`src/rtl/hazard_scoreboard_pkg.sv`:
```
// Shared codes for the hazard scoreboard: forward selects, md op classes,
// and a helper that picks the forward source from the nearest producer.
package hazard_scoreboard_pkg;

  // Forward select width (same width as the operand mux select)
  localparam int TMUX_SIZE = 2;

  localparam logic [TMUX_SIZE-1:0] FWD_NONE = 2'd0;
  localparam logic [TMUX_SIZE-1:0] FWD_E    = 2'd1;
  localparam logic [TMUX_SIZE-1:0] FWD_M    = 2'd2;
  localparam logic [TMUX_SIZE-1:0] FWD_W    = 2'd3;

  localparam logic [1:0] MD_NONE = 2'b00;
  localparam logic [1:0] MD_MUL  = 2'b01;
  localparam logic [1:0] MD_DIV  = 2'b10;

  // hit[0]=E, hit[1]=M, hit[2]=W. Only the nearest hit is considered; if that
  // producer's result is not ready yet, no forwarding happens at all, so an
  // older (stale) copy of the register is never selected.
  function automatic logic [TMUX_SIZE-1:0] fwd_pick(input logic [2:0] hit,
                                                    input logic [2:0] ready);
    logic [TMUX_SIZE-1:0] sel;
    sel = FWD_NONE;
    if (hit[0])      sel = ready[0] ? FWD_E : FWD_NONE;
    else if (hit[1]) sel = ready[1] ? FWD_M : FWD_NONE;
    else if (hit[2]) sel = ready[2] ? FWD_W : FWD_NONE;
    return sel;
  endfunction

endpackage

```
`src/rtl/hazard_scoreboard_md_busy_counter.sv`:
```
// Multiply/divide busy countdown: loaded when a md op sits in E, then counts
// down to zero; busy while nonzero.
module md_busy_counter
  import hazard_scoreboard_pkg::*;
#(
  parameter int MUL_CYC = 5,
  parameter int DIV_CYC = 10
) (
  input  logic       clk,
  input  logic       reset,
  input  logic [1:0] md_op,
  output logic       busy
);

  localparam int CW = $clog2(DIV_CYC + 1);

  logic [CW-1:0] cnt_q;
  logic [CW-1:0] cnt_d;

  // Next count: a new md start reloads, otherwise decrement towards zero
  always_comb begin
    cnt_d = cnt_q;
    if (md_op == MD_MUL)      cnt_d = CW'(MUL_CYC);
    else if (md_op == MD_DIV) cnt_d = CW'(DIV_CYC);
    else if (cnt_q != '0)     cnt_d = cnt_q - CW'(1);
  end

  // Count register
  always_ff @(posedge clk or posedge reset) begin
    if (reset) cnt_q <= '0;
    else       cnt_q <= cnt_d;
  end

  assign busy = (cnt_q != '0);

endmodule

```
`src/rtl/hazard_scoreboard.sv`:
```
// Pipeline hazard unit: tracks destination/readiness of E, M and W, and
// derives the D-stage stall and every forward select from that record.
module hazard_scoreboard
  import hazard_scoreboard_pkg::*;
#(
  parameter int AW      = 5,
  parameter int TW      = 2,
  parameter int MUL_CYC = 5,
  parameter int DIV_CYC = 10
) (
  input  logic                 clk,
  input  logic                 reset,
  input  logic [AW-1:0]        d_rs,
  input  logic [AW-1:0]        d_rt,
  input  logic                 d_use_rs,
  input  logic                 d_use_rt,
  input  logic [TW-1:0]        d_tuse_rs,
  input  logic [TW-1:0]        d_tuse_rt,
  input  logic [AW-1:0]        d_wa,
  input  logic                 d_we,
  input  logic [TW-1:0]        d_tnew,
  input  logic [1:0]           d_md_op,
  input  logic                 d_md_use,
  output logic                 stall,
  output logic [TMUX_SIZE-1:0] fwd_d_rs,
  output logic [TMUX_SIZE-1:0] fwd_d_rt,
  output logic [TMUX_SIZE-1:0] fwd_e_rs,
  output logic [TMUX_SIZE-1:0] fwd_e_rt,
  output logic [TMUX_SIZE-1:0] fwd_m_rt,
  output logic [1:0]           e_md_op,
  output logic                 md_busy
);

  typedef struct packed {
    logic [AW-1:0] wa;
    logic          we;
    logic [TW-1:0] tnew;
    logic [AW-1:0] rs;
    logic [AW-1:0] rt;
    logic          use_rs;
    logic          use_rt;
    logic [1:0]    md_op;
  } e_slot_t;

  typedef struct packed {
    logic [AW-1:0] wa;
    logic          we;
    logic [TW-1:0] tnew;
    logic [AW-1:0] rt;
    logic          use_rt;
  } m_slot_t;

  typedef struct packed {
    logic [AW-1:0] wa;
    logic          we;
  } w_slot_t;

  e_slot_t e_q, e_d;
  m_slot_t m_q, m_d;
  w_slot_t w_q, w_d;

  // A write to $0 is never a real producer
  logic e_wr, m_wr, w_wr;
  logic e_ready, m_ready;
  assign e_wr    = e_q.we && (e_q.wa != '0);
  assign m_wr    = m_q.we && (m_q.wa != '0);
  assign w_wr    = w_q.we && (w_q.wa != '0);
  assign e_ready = (e_q.tnew == '0);
  assign m_ready = (m_q.tnew == '0);

  // D-stage sources: index 0 is rs, index 1 is rt
  logic [1:0][AW-1:0]        d_src;
  logic [1:0]                d_use;
  logic [1:0][TW-1:0]        d_tuse;
  logic [1:0][TMUX_SIZE-1:0] d_fwd;
  logic [1:0]                d_stall_src;

  assign d_src  = {d_rt, d_rs};
  assign d_use  = {d_use_rt, d_use_rs};
  assign d_tuse = {d_tuse_rt, d_tuse_rs};

  genvar gi;
  generate
    for (gi = 0; gi < 2; gi++) begin : g_d_src
      logic hit_e, hit_m, hit_w;
      assign hit_e = d_use[gi] && e_wr && (e_q.wa == d_src[gi]);
      assign hit_m = d_use[gi] && m_wr && (m_q.wa == d_src[gi]);
      assign hit_w = d_use[gi] && w_wr && (w_q.wa == d_src[gi]);
      assign d_fwd[gi] = fwd_pick({hit_w, hit_m, hit_e}, {1'b1, m_ready, e_ready});
      assign d_stall_src[gi] = (hit_e && (e_q.tnew > d_tuse[gi])) ||
                               (hit_m && (m_q.tnew > d_tuse[gi]));
    end
  endgenerate

  // E-stage sources look only at the older M and W stages
  logic [1:0][AW-1:0]        e_src;
  logic [1:0]                e_use;
  logic [1:0][TMUX_SIZE-1:0] e_fwd;

  assign e_src = {e_q.rt, e_q.rs};
  assign e_use = {e_q.use_rt, e_q.use_rs};

  generate
    for (gi = 0; gi < 2; gi++) begin : g_e_src
      logic hit_m, hit_w;
      assign hit_m = e_use[gi] && m_wr && (m_q.wa == e_src[gi]);
      assign hit_w = e_use[gi] && w_wr && (w_q.wa == e_src[gi]);
      assign e_fwd[gi] = fwd_pick({hit_w, hit_m, 1'b0}, {1'b1, m_ready, 1'b0});
    end
  endgenerate

  // M-stage rt (store data) can only come from W
  logic m_rt_hit_w;
  assign m_rt_hit_w = m_q.use_rt && w_wr && (w_q.wa == m_q.rt);

  logic md_stall;
  assign md_stall = d_md_use && ((e_q.md_op != MD_NONE) || md_busy);

  assign stall    = (|d_stall_src) || md_stall;
  assign fwd_d_rs = d_fwd[0];
  assign fwd_d_rt = d_fwd[1];
  assign fwd_e_rs = e_fwd[0];
  assign fwd_e_rt = e_fwd[1];
  assign fwd_m_rt = fwd_pick({m_rt_hit_w, 2'b00}, 3'b100);
  assign e_md_op  = e_q.md_op;

  // Next slot contents: shift E->M->W, insert a bubble into E on stall
  always_comb begin
    m_d.wa     = e_q.wa;
    m_d.we     = e_q.we;
    m_d.tnew   = e_ready ? '0 : (e_q.tnew - TW'(1));
    m_d.rt     = e_q.rt;
    m_d.use_rt = e_q.use_rt;

    w_d.wa = m_q.wa;
    w_d.we = m_q.we;

    e_d = '0;
    if (!stall) begin
      e_d.wa     = d_wa;
      e_d.we     = d_we;
      e_d.tnew   = d_tnew;
      e_d.rs     = d_rs;
      e_d.rt     = d_rt;
      e_d.use_rs = d_use_rs;
      e_d.use_rt = d_use_rt;
      e_d.md_op  = d_md_op;
    end
  end

  // Slot registers
  always_ff @(posedge clk or posedge reset) begin
    if (reset) begin
      e_q <= '0;
      m_q <= '0;
      w_q <= '0;
    end else begin
      e_q <= e_d;
      m_q <= m_d;
      w_q <= w_d;
    end
  end

  md_busy_counter #(
    .MUL_CYC(MUL_CYC),
    .DIV_CYC(DIV_CYC)
  ) u_md_busy (
    .clk  (clk),
    .reset(reset),
    .md_op(e_q.md_op),
    .busy (md_busy)
  );

endmodule
```
`config.mk`:
```
export PLATFORM = sky130hd
export DESIGN_NAME = hazard_scoreboard
export DESIGN_NICKNAME = d
export VERILOG_FILES = /design/src/rtl/hazard_scoreboard_pkg.sv /design/src/rtl/hazard_scoreboard_md_busy_counter.sv /design/src/rtl/hazard_scoreboard.sv
export SDC_FILE = /design/constraint.sdc
export NUM_CORES = 1
export LEC_CHECK = 0
export CORE_UTILIZATION = 23
export CTS_BUF_LIST = sky130_fd_sc_hd__clkbuf_8
export DETAILED_ROUTE_END_ITERATION = 16
export GPL_TIMING_DRIVEN = 0
export PLACE_DENSITY = 0.49
export SETUP_SLACK_MARGIN = 0.02
export SYNTH_ARGS = -nofsm -noshare
export SYNTH_HDL_FRONTEND = slang
export SYNTH_SLANG_ARGS = --single-unit
```
`constraint.sdc`:
```
create_clock -name clk -period 3.27 [get_ports clk]
set_input_delay 0.327 -clock clk [delete_from_list [all_inputs] [get_ports clk]]
set_output_delay 0.327 -clock clk [all_outputs]
set_load 0.02 [all_outputs]
```
Yosys cells after proc, flatten, opt, wreduce, memory -nomap -nowiden
Index checks and enable logic that the tools add are counted.
{"block": "op_classes", "n_addsub": 2, "n_lt_le_gt_ge": 4, "n_eq_ne": 13, "n_mux": 18, "reduce_logical": 43}
{"cell": "$eq A5 B5 Y1", "count": 11}
{"cell": "$logic_and A1 B1 Y1", "count": 30}
{"cell": "$mux W2", "count": 13}
{"cell": "$mux W22", "count": 1}
{"cell": "$reduce_bool A5 Y1", "count": 3}
{"cell": "$mux W4", "count": 3}
{"cell": "$gt A2 B2 Y1", "count": 4}
{"cell": "$logic_not A2 Y1", "count": 2}
{"cell": "$logic_or A1 B1 Y1", "count": 4}
{"cell": "$reduce_bool A4 Y1", "count": 1}
{"cell": "$sub A4 B1 Y4 const B", "count": 1}
{"cell": "$reduce_bool A3 Y1", "count": 1}
{"cell": "$eq A2 B1 Y1 const B", "count": 1}
{"cell": "$eq A2 B2 Y1 const B", "count": 1}
{"cell": "$reduce_bool A2 Y1", "count": 1}
{"cell": "$reduce_or A2 Y1", "count": 1}
{"cell": "$sub A2 B1 Y2 const B", "count": 1}
{"cell": "$mux W1", "count": 1}
{"block": "totals", "reg_bits": 46, "input_bits": 29, "out_inout_bits": 14, "word_cells": 96}

Logic depth before layout (Yosys ltp)
{"block": "logic_depth", "depth_word": 9, "mapped_depth": 9, "ltp_nobuf": 7}

By module
Synthesis repeated with hierarchy kept, for this count alone.
{"block": "unflattened", "cells_unflattened": 265, "area_unflattened_um2": 2582.5}
{"mod": "hazard_scoreboard", "n_inst": 1, "cells_each": 239, "area_each_um2": 2329.7}
{"mod": "md_busy_counter", "n_inst": 1, "cells_each": 26, "area_each_um2": 252.7}

Least setup slack after synthesis
No wires, ideal clock.
{"block": "synth_path", "path_type": "reg-to-output", "from": "reg m_q[10] (netlist name)", "to": "out fwd_e_rs[1]", "t_arrival_ns": 2.337, "required_time_ns": 2.943, "setup_slack_ns": 0.606, "path_stages_with_launch": 7, "cell_sequence": "dfrtp_1 > buf_6 > or4_4 > o21ai_4 > nor3_1 > nor4_1 > a21o_1"}
{"block": "synth_between", "elab_chain_len": 5, "elab_cells_between_ends": 6, "cone_classes": "1 x eq/ne; 1 x mux; 4 x reduce/logical"}
{"element": "from (decl)", "line_no": "hazard_scoreboard.sv:59", "source": "m_slot_t m_q, m_d;"}
{"element": "from (signal assigned)", "line_no": "hazard_scoreboard.sv:159", "source": "m_q <= m_d;"}
{"element": "$reduce_bool A5 Y1", "line_no": "hazard_scoreboard.sv:66", "source": "assign m_wr = m_q.we && (m_q.wa != '0);"}
{"element": "$logic_and A1 B1 Y1", "line_no": "hazard_scoreboard.sv:66"}
{"element": "$logic_and A1 B1 Y1", "line_no": "hazard_scoreboard.sv:106", "source": "assign hit_m = e_use[gi] && m_wr && (m_q.wa == e_src[gi]);"}
{"element": "$logic_and A1 B1 Y1 *", "line_no": "hazard_scoreboard.sv:106"}
{"element": "$mux W2 *", "line_no": "hazard_scoreboard_pkg.sv:25", "source": "else if (hit[1]) sel = ready[1] ? FWD_M : FWD_NONE;"}
{"element": "to (decl)", "line_no": "hazard_scoreboard.sv:27", "source": "output logic [TMUX_SIZE-1:0] fwd_e_rs,"}
Every way passes the cells marked *; elsewhere a longest branch is shown, timed or not.

Worst setup path in the final report
{"block": "layout_path", "from": "reg m_q[12] (netlist name)", "to": "out fwd_d_rt[0]"}
{"block": "layout_between", "elab_chain_len": 6, "elab_cells_between_ends": 7, "cone_classes": "1 x eq/ne; 2 x mux; 4 x reduce/logical"}
{"element": "$reduce_bool A5 Y1", "line_no": "hazard_scoreboard.sv:66"}
{"element": "$logic_and A1 B1 Y1", "line_no": "hazard_scoreboard.sv:66"}
{"element": "$logic_and A1 B1 Y1", "line_no": "hazard_scoreboard.sv:87", "source": "assign hit_m = d_use[gi] && m_wr && (m_q.wa == d_src[gi]);"}
{"element": "$logic_and A1 B1 Y1 *", "line_no": "hazard_scoreboard.sv:87"}
{"element": "$mux W2 *", "line_no": "hazard_scoreboard_pkg.sv:25"}
{"element": "$mux W2 *", "line_no": "hazard_scoreboard_pkg.sv:24", "source": "if (hit[0]) sel = ready[0] ? FWD_E : FWD_NONE;"}
{"element": "to (decl)", "line_no": "hazard_scoreboard.sv:26", "source": "output logic [TMUX_SIZE-1:0] fwd_d_rt,"}
Marked as above.

==> results.yml <==
timing:
  fin_skew_ns: 0.00997
  hold_violations: 0
  rsz0062_at_grt: "no"
  setup_tns_ns: 0
  worst_slack_ns: 0.141
  fin_crit_sh: 0.957
  setup_viol: 0
  tightest_slew_ns: 0.576
  max_freq_ghz: 0.320
  final_max_slew_viol_count: 0
  period_minus_slack_ns: 3.13
  relSlewSlack: 0.616
power:
  clkPwrFrac: 0.232
  power_frac_seq: 0.463
  switchingPower_uw: 472
  p_int_mw: 1.05
  ir_drop_v: 0.000191
  p_per_area_nw_per_um2: 460
  switching_share: 0.311
  p_leak_nw: 1.35
  p_comb_frac: 0.305
  total_power_mw: 1.52
place:
  port_buffers: 42
  hpwl_um: 4560
  pre_cts_slack_ns: 0.0326
  gp_congestion: 0.707
synth:
  synth-edff-count: 0
  yosys_warnings: 0
  ys_seq_area_frac: 0.451
  ys_async_sr_fraction: 1.00
  postSynthCellCount: 243
  ys_seq_elements: 46
  synth_ff_type: "dfrtp_1"
  synth_top_area_frac: 0.451
  synthesis.nets: 282
  syn-cell-area_sq_um: 2550
  synth.distinct_cells: 34
  netlist_top_cells_area: "dfrtp_1 (45%), xnor2_1 (16%), and2_1 (5.6%), ha_1 (4.9%), xor2_1 (3.1%)"
  syn_avg_cell_area_sq_um: 10.5
  synth.largest_area_cell: "dfrtp_1"
clock_network:
  worstSkewPairLatency_ns: 0.30
  ctsHoldBuffers: 0
  cts_buffer_depth: 2
  clk_pin_slew_ns: 0.08
  clockRootBuffer: "clkbuf_8"
  cts_tree: "built"
  cts_made_buffers: 5
  ctsHtreeMaxLevel: 2
  clkSinkCount: 46
global_route:
  first_global_vias: 1830
  grt_usage: 0.114
  grt_pass1_wl_um: 9790
  antenna_found_initial: 0
  grt_max_degree: 45
  grt_overflow: 0
layout:
  fill_cells: 1155
  diodes: 0
  drive_gt1_frac: 0.101
  fin_nets: 335
  syn2layout_area_growth_pct: 29.6
setup_path:
  crit_fanout: 5
  cp-end-kind: "primary output"
  critPathKind: "reg2out"
  start_kind: "register"
  worst_r2r_path_depth: 9
  worstPathArrival_ns: 2.80
  cp.required_ns: 2.94
outcome:
  outcome: "complete, no violations"
routing:
  vias: 1766
  wire_per_inst_um: 13.9
  drc: 0
  ant_nets: 0
  drt-total-wl_um: 6060
  firstDrtPassIters: 4
  drt-initial-drc-count: 79
  drt-vias-per-instance: 4.04
die:
  rows: 38
  die_w_um: 107
  die_h_um: 107
  core_area_sq_um: 10800
  dieArea_sq_um: 11500
  initial_core_util: 0.235
  io_pins: 43
flow_run:
  drv_cap: 0
hold_path:
  holdCritPathClass: "in2async"
==> cells by family after synthesis <==
kind of cell,after synthesis,synth area share
multiplexers,2,0.00784
AO/OA/AOI/OAI,17,0.0446
buffers and inverters,26,0.0534
XOR/XNOR,57,0.196
AND/OR/NAND/NOR,83,0.191
adder cells (fa/ha/maj),12,0.0569
flip-flops,46,0.451
==> cells in the final DEF (no fill, tap or decap), types with 2 or more instances in the layout <==
cell type | synthesis | layout
and2_1 | 23 | 23
inv_1 | 9 | 9
nor3_1 | 8 | 8
dlygate4sd2_1 | 0 | 5
xnor2_1 | 48 | 48
clkbuf_1 | 8 | 7
a21oi_1 | 4 | 4
or4_1 | 2 | 2
mux2i_1 | 2 | 2
ha_1 | 10 | 10
or3_1 | 3 | 3
dfrtp_1 | 46 | 46
nor4_1 | 7 | 5
a21o_1 | 3 | 3
nor2_1 | 2 | 2
buf_4 | 4 | 7
nand4_1 | 9 | 9
nor4_2 | 0 | 2
nand3_1 | 2 | 2
maj3_1 | 2 | 2
clkdlybuf4s50_1 | 0 | 37
clkbuf_8 | 0 | 6
xor2_1 | 9 | 9
nor2b_1 | 6 | 6
buf_6 | 3 | 3
nand2_1 | 16 | 16
o21ai_2 | 1 | 2
o21ai_0 | 6 | 5
==> synthesized netlist by cell type, types with 2 or more instances <==
library cell,count
xnor2_1,48
dfrtp_1,46
and2_1,23
nand2_1,16
ha_1,10
inv_1,9
nand4_1,9
xor2_1,9
clkbuf_1,8
nor3_1,8
nor4_1,7
nor2b_1,6
o21ai_0,6
a21oi_1,4
buf_4,4
a21o_1,3
buf_6,3
or3_1,3
maj3_1,2
mux2i_1,2
nand3_1,2
nor2_1,2
or4_1,2
==> power groups by stage <==
stage	clock network (mW)	logic, mW	registers (mW)
finish	0.352	0.464	0.704
global route	0.390	0.524	0.716
CTS	0.362	0.465	0.704
detailed placement	0	0.458	0.715
global placement	0	0.445	0.713
floorplan	0	0.323	0.698
==> stage by stage <==
stage,cells,utilization,cell area (sq um),hold WS [ns]
2_1_floorplan,243,-,2550,0.349
3_3_place_gp,425,0.290,3150,0.352
3_5_place_dp,426,0.292,3170,0.357
4_1_cts,435,0.302,3280,0.234
5_1_grt,437,0.305,3310,0.249
6_report,437,0.305,3310,0.244
==> final cells by class <==
class,count,area [sq um],share of cell area
clock inverter,2,8.76,0.00265
sequential,46,1150,0.348
tap,140,175,0.0530
buffer,17,104,0.0314
multi-input combinational,171,1290,0.392
timing repair buffer,46,457,0.138
inverter,9,33.8,0.0102
clock buffer,6,82.6,0.0250
==> sequential cells by signal, indices dropped and copies added, names as in the netlist <==
signal,cells
e_md_op,2
e_q,20
m_q,14
u_md_busy.cnt_q,4
w_q,6
==> critical path, cell delays in order (launching register included) <==
cell           delay [ns]
dfrtp_1              0.38
clkbuf_1             0.22
or4_4                0.54
o21ai_4              0.21
buf_4                0.16
nor3_1               0.05
or3_1                0.40
mux2i_1              0.18
dlygate4sd2_1        0.36
==> metal layers <==
layer / GRT usage / up-vias / share of wire
met5: 0 / - / 0
met4: 0.0235 / 0 / 0.0071
met3: 0.0218 / 5 / 0.036
met2: 0.198 / 32 / 0.48
met1: 0.148 / 822 / 0.47
li1: - / 907 / -
==> path summary, 6_finish.rpt <==
check / startpoint / to / slack, ns
setup / recovery: m_q[12] / fwd_d_rt[0] / 0.14
setup reg to reg: m_q[12] / e_q[3] / 0.87
max in group asynchronous: reset / e_q[17] / 2.60
hold / removal: reset / u_md_busy.cnt_q[3] / 0.24
min in group clk: m_q[9] / w_q[1] / 0.37
hold reg to reg: m_q[9] / w_q[1] / 0.37
==> timing repair <==
item / 4_1_cts / 5_1_grt
pin swaps: 2 / 4
setup endpoints to repair: 9 / 7
buffers inserted: 1 / 2
resized for setup: 9 / 4
cloned: 0 / 0
Power figures use the tool's default switching activity.
